### src/rtl/descontador_timer.sv
// descontador_timer: programmable down-counter/timer.
// A loaded count is decremented by MINUS_VALUE once every PRESCALE qualified
// minus strobes while running. On expiry it either reloads and keeps running
// (auto_reload) or parks in DONE, emitting a one-cycle done pulse either way.
// All state updates happen on a single clock edge chosen by POS_EDGE.
module descontador_timer #(
  parameter int WIDTH       = 8,
  parameter int RST_VALUE   = 0,
  parameter int MINUS_VALUE = 1,
  parameter int PRESCALE    = 1,
  parameter int POS_EDGE    = 1
) (
  input  logic             clk,
  input  logic             rst,
  input  logic             load,
  input  logic [WIDTH-1:0] load_value,
  input  logic             start,
  input  logic             minus,
  input  logic             pause,
  input  logic             auto_reload,
  output logic [WIDTH-1:0] value,
  output logic             busy,
  output logic             zero,
  output logic             done
);

  // Prescaler counts 0 .. PRESCALE-1; keep at least one bit so PRESCALE=1 is legal.
  localparam int PW = (PRESCALE > 1) ? $clog2(PRESCALE) : 1;
  localparam logic [PW-1:0]    PRESC_LAST = PW'(PRESCALE - 1);
  localparam logic [WIDTH-1:0] STEP       = WIDTH'(MINUS_VALUE);
  localparam logic [WIDTH-1:0] RST_VAL    = WIDTH'(RST_VALUE);

  typedef enum logic [1:0] {
    IDLE  = 2'd0,
    RUN   = 2'd1,
    PAUSE = 2'd2,
    DONE  = 2'd3
  } state_t;

  state_t           state_reg,  state_next;
  logic [WIDTH-1:0] value_reg,  value_next;
  logic [WIDTH-1:0] reload_reg, reload_next;
  logic [PW-1:0]    presc_reg,  presc_next;
  logic             done_reg,   done_next;
  logic             busy_reg,   busy_next;

  // Next-state logic; priority is load > start > pause > minus (rst is applied in the register stage).
  always_comb begin
    state_next  = state_reg;
    value_next  = value_reg;
    reload_next = reload_reg;
    presc_next  = presc_reg;
    done_next   = 1'b0;

    if (load) begin
      // Loading always aborts any countdown without a done pulse.
      value_next  = load_value;
      reload_next = load_value;
      presc_next  = '0;
      state_next  = IDLE;
    end else begin
      case (state_reg)
        IDLE, DONE: begin
          if (start) begin
            if (value_reg != '0) begin
              state_next = RUN;
              presc_next = '0;
            end else begin
              // Nothing to count: report completion immediately.
              state_next = DONE;
              done_next  = 1'b1;
            end
          end
        end

        RUN: begin
          if (pause) begin
            // Freeze; the strobe in this cycle is dropped.
            state_next = PAUSE;
          end else if (minus) begin
            if (presc_reg < PRESC_LAST) begin
              presc_next = presc_reg + PW'(1);
            end else begin
              presc_next = '0;
              if (value_reg > STEP) begin
                value_next = value_reg - STEP;
              end else begin
                // Expiry: saturate at zero instead of wrapping.
                done_next = 1'b1;
                if (auto_reload && (reload_reg != '0)) begin
                  value_next = reload_reg;
                end else begin
                  value_next = '0;
                  state_next = DONE;
                end
              end
            end
          end
        end

        PAUSE: begin
          // Leaving pause only re-arms; counting resumes on the next strobe.
          if (!pause) begin
            state_next = RUN;
          end
        end

        default: begin
          state_next = IDLE;
        end
      endcase
    end

    busy_next = (state_next == RUN) || (state_next == PAUSE);
  end

  generate
    if (POS_EDGE != 0) begin : g_pos
      // State registers updated on the rising edge, synchronous reset.
      always_ff @(posedge clk) begin
        if (rst) begin
          state_reg  <= IDLE;
          value_reg  <= RST_VAL;
          reload_reg <= RST_VAL;
          presc_reg  <= '0;
          done_reg   <= 1'b0;
          busy_reg   <= 1'b0;
        end else begin
          state_reg  <= state_next;
          value_reg  <= value_next;
          reload_reg <= reload_next;
          presc_reg  <= presc_next;
          done_reg   <= done_next;
          busy_reg   <= busy_next;
        end
      end
    end else begin : g_neg
      // State registers updated on the falling edge, synchronous reset.
      always_ff @(negedge clk) begin
        if (rst) begin
          state_reg  <= IDLE;
          value_reg  <= RST_VAL;
          reload_reg <= RST_VAL;
          presc_reg  <= '0;
          done_reg   <= 1'b0;
          busy_reg   <= 1'b0;
        end else begin
          state_reg  <= state_next;
          value_reg  <= value_next;
          reload_reg <= reload_next;
          presc_reg  <= presc_next;
          done_reg   <= done_next;
          busy_reg   <= busy_next;
        end
      end
    end
  endgenerate

  assign value = value_reg;
  assign busy  = busy_reg;
  assign done  = done_reg;
  assign zero  = (value_reg == '0);

endmodule

### config.mk
export PLATFORM = sky130hd
export DESIGN_NAME = descontador_timer
export DESIGN_NICKNAME = d
export VERILOG_FILES = /design/src/rtl/descontador_timer.sv
export SDC_FILE = /design/constraint.sdc
export NUM_CORES = 1
export LEC_CHECK = 0
export CORE_MARGIN = 4
export CORE_UTILIZATION = 38
export DETAILED_ROUTE_END_ITERATION = 6
export PLACE_DENSITY_LB_ADDON = 0.25
export SKIP_CTS_REPAIR_TIMING = 1
export SLEW_MARGIN = 10
export SYNTH_ARGS = -nofsm -noshare
export SYNTH_HDL_FRONTEND = slang
export SYNTH_SLANG_ARGS = --single-unit
### constraint.sdc
create_clock -name clk -period 4.9 [get_ports clk]
set_clock_uncertainty 0.15 [all_clocks]
set_input_delay 0.98 -clock clk [delete_from_list [all_inputs] [get_ports clk]]
set_output_delay 0.98 -clock clk [all_outputs]
set_load 0.05 [all_outputs]
* Word-level counts from Yosys, hierarchy flattened
Cells that the tools add are included.
Word-level totals: output and inout bits 11, register bits 21, input port bits 15, word-level logic and storage cells 64
Operators by class: order comparisons 2, muxes and demuxes 30, reduce and logical (&&, ||, !) cells 13, $add $sub $neg 2, equal/unequal tests 11
Operator list (number):
- 2-to-1 mux 8 bit | 7
- 2-to-1 mux 2 bit | 9
- nonzero test 8 bit | 2
- inequality test 2 bit, second input constant | 6
- 2-to-1 mux 1 bit | 11
- > comparator 8 x 1 -> 1 bit, second input constant | 1
- logical NOT 8 bit | 1
- subtractor 8 x 1 -> 8 bit, second input constant | 1
- equality test 2 bit, second input constant | 3
- case mux 2 bit (3 select lines) | 1
- nonzero test 2 bit | 3
- AND reduction 5 bit | 1
- equality test 2 x 1 -> 1 bit, second input constant | 2
- case mux 1 bit (2 select lines) | 2
- AND reduction 4 bit | 1
- OR reduction 2 bit | 2
- logical NOT 2 bit | 1
- adder 1 bit, second input constant | 1
- logical AND 1 bit | 1
- logical OR 1 bit | 1
- < comparator 1 bit, second input constant | 1

* Longest topological paths before layout
depth after elaboration 11, depth in mapped cells 9, depth with buffers taken out 8

* Worst setup path after synthesis
Ideal clock, no wire load.
kind flip-flop to output port, start point register value_reg[5], in the netlist value[5], end point output port zero, buffers on the path 0, slack 1.586 ns, data required time 3.770 ns, data arrival time 2.184 ns, stages on the path, launching flop included 3, cells stage by stage dfxtp_1 -> or4_4 -> nor4b_2
Between the ends: cells in the longest elaborated chain, start to end 1
RTL lines:
- start, declared | RTL line 41 | logic [WIDTH-1:0] value_reg, value_next;
- start signal, assigned | RTL line 130 | value_reg <= value_next;
- logical NOT 8 bit | RTL line 162 | assign zero = (value_reg == '0);
- end, declared | RTL line 23 | output logic zero,
No other way between the ends.

* Final worst setup path
start point register value_reg[2], in the netlist value[2], end point output port zero
Same word-level chain as after synthesis.

==> reports/results.tsv <==
metric	value	unit
Yosys warning total	0	
initial core utilization	39.96	%
Root Buffer	clkbuf_4	
fillers	319	
syn nets	167	
number of vias per cell	5.296	
Num CTS Buffers	3	
die extent in x	64.66	µm
Unique masters post-synth	41	
Worst Hold Class	register to register	
Synth top area share	32.82	%
placer congestion estimate	0.8423	
Avg Synthesized Cell Area	8.356	µm²
final hold violations	0	
DRT Wirelength	2.839	mm
Crit. End Element	output pin	
drt first pass iters	5	
number of antenna diodes	0	
DR DRC count	0	
WL per Instance	13.33	µm
Synth Flop Type	dfxtp_1	
setup_tns	0	ps
antenna violations before repair	0	
Core Area	0.003053	mm²
CP Launch Type	register	
first-pass GRT wire length	4.850	mm
clock-pin slew on the worst setup and hold paths	120	ps
critical path required time	3770	ps
CP max FO	8	
clock tree buffer depth	2	
Placed Cells	209	
largest net degree at the start of global routing	32	
I/O Buffers	25	
fmax	275.8	MHz
row count	20	
Mapped Cells	146	
fin. max-slew vios	0	
share of cells above drive strength 1	10.06	%
status	finished, final reports clean	
die height	64.66	µm
ys async rst share	0	%
count leader, synth	nor2_1	
Iteration-0 DRC Markers	49	
Layout Nets	191	
final setup fails	0	
worst-skew pair later-pin latency	300	ps
largest cells by area after synthesis	dfxtp_1, nor2_1, a21oi_1	
Sink Count	20	
pwr/cell area	274.0	mW/mm²
Crit Path Class	register to output pin	
Seq/Total Area, Yosys	32.82	%
via count	1128	
crit path DAT	2500	ps
fin crit share	74.01	%
Leakage Power	0.5824	nW
pre-CTS WS	1592	ps
# IOs	26	
Die ar.	0.004181	mm²
EDFF count, synth	0	
actual slew at the worst max-slew pin	1122	ps
CTS H-tree lvls	1	
TritonCTS clock tree	done	
final worst slack	1274	ps
gr ovfl total	0	
peak supply drop	0.1614	mV
top post-synthesis cells by count	nor2_1, dfxtp_1, a21oi_1	
DP Wirelength	2.186	mm
Final Non-Filler Cells	213	
mapped cell area	0.001220	mm²
Total Power	0.0004196	W
cell accounting for the most synthesized area	dfxtp_1	
Syn-to-layout area delta	25.54	%
ANT nets after route	0	
total track usage	14.34	%
Final min period	3626	ps
RSZ-0062 raised after global routing	no	
post-synthesis register bit count	20	
number of global-route vias before repair	1103	
Worst slew margin	24.94	%
Max-Cap Viols	0	
==> worst paths after layout <==
| kind | startpoint | end | slack [ps] | cells past startpoint |
|---|---|---|---|---|
| hold reg to reg | reload_reg[6]$_SDFFE_PP0P_ | reload_reg[6]$_SDFFE_PP0P_ | 350 | 2 |
| hold / removal | reload_reg[6]$_SDFFE_PP0P_ | reload_reg[6]$_SDFFE_PP0P_ | 350 | 2 |
| setup / recovery | value[2]$_SDFFE_PP0P_ | zero | 1270 | 3 |
| setup reg to reg | value[2]$_SDFFE_PP0P_ | value[5]$_SDFFE_PP0P_ | 2230 | 6 |
==> stage by stage <==
step,hold WS [ps],utilization [%],cell area (µm²)
4_1_cts,353.9,50.16,1531
5_1_grt,386.1,50.16,1531
2_1_floorplan,308.1,-,1220
6_report,352.9,50.16,1531
3_3_place_gp,333.2,48.98,1495
3_5_place_dp,334.4,48.98,1495
==> kinds of logic after synthesis <==
kind of cell,after synthesis,share of synthesized area [%]
muxes,5,4.103
AOI/OAI and AO/OA,38,22.26
buffers and inverters,16,5.538
DFF,20,32.82
adders and majority gates,6,6.154
xor gates and xnor gates,3,2.154
and+or+nand+nor,58,26.97
==> power breakdown <==
group / switching (W) / internal, W
registers: 0.0000139 / 0.000174
logic: 0.0000758 / 0.0000575
clock network: 0.0000534 / 0.0000453
==> layout make-up <==
type                            instances  area, µm²  share of cell area, %
Clock buffer                            4      36.28                  2.369
Multi-Input combinational cell        110      752.0                  49.10
Inverter                               10      37.54                  2.451
Tap cell                               44      55.05                  3.595
Timing Repair Buffer                   25      250.2                  16.34
Sequential cell                        20      400.4                  26.14
==> per-layer routing <==
layer  wire length (µm)  up-vias  part of all wire (%)  track usage (%)
li1                   -      577                     -                -
met1               1376      520                    48            18.64
met2               1325       27                    47            24.23
met3                111        4                   3.9            2.253
met4                 25        0                  0.88            4.485
met5                  0        -                     0                0
==> placed cells by master (no fill, tap or decap), types with 2 or more instances in the layout <==
cell | synthesis | layout
nor2_1 | 21 | 21
a211o_2 | 2 | 2
nand2_1 | 10 | 10
nor3_1 | 5 | 5
inv_1 | 10 | 10
a221oi_1 | 2 | 2
nor3b_1 | 2 | 2
o21ai_0 | 4 | 4
xor2_1 | 2 | 2
dfxtp_1 | 20 | 20
clkdlybuf4s50_1 | 0 | 25
nand2b_1 | 5 | 5
a311oi_1 | 4 | 4
ha_1 | 6 | 6
mux2i_1 | 5 | 5
clkbuf_4 | 0 | 3
nor4_1 | 3 | 3
or4_1 | 2 | 2
a21oi_1 | 15 | 15
o21a_1 | 2 | 2
==> critical path, cell delays in order (launching register included) <==
cell and delay, ps:
dfxtp_1 400, or4_4 570, nor4b_2 350, clkdlybuf4s50_1 870
Power figures use the tool's default switching activity.
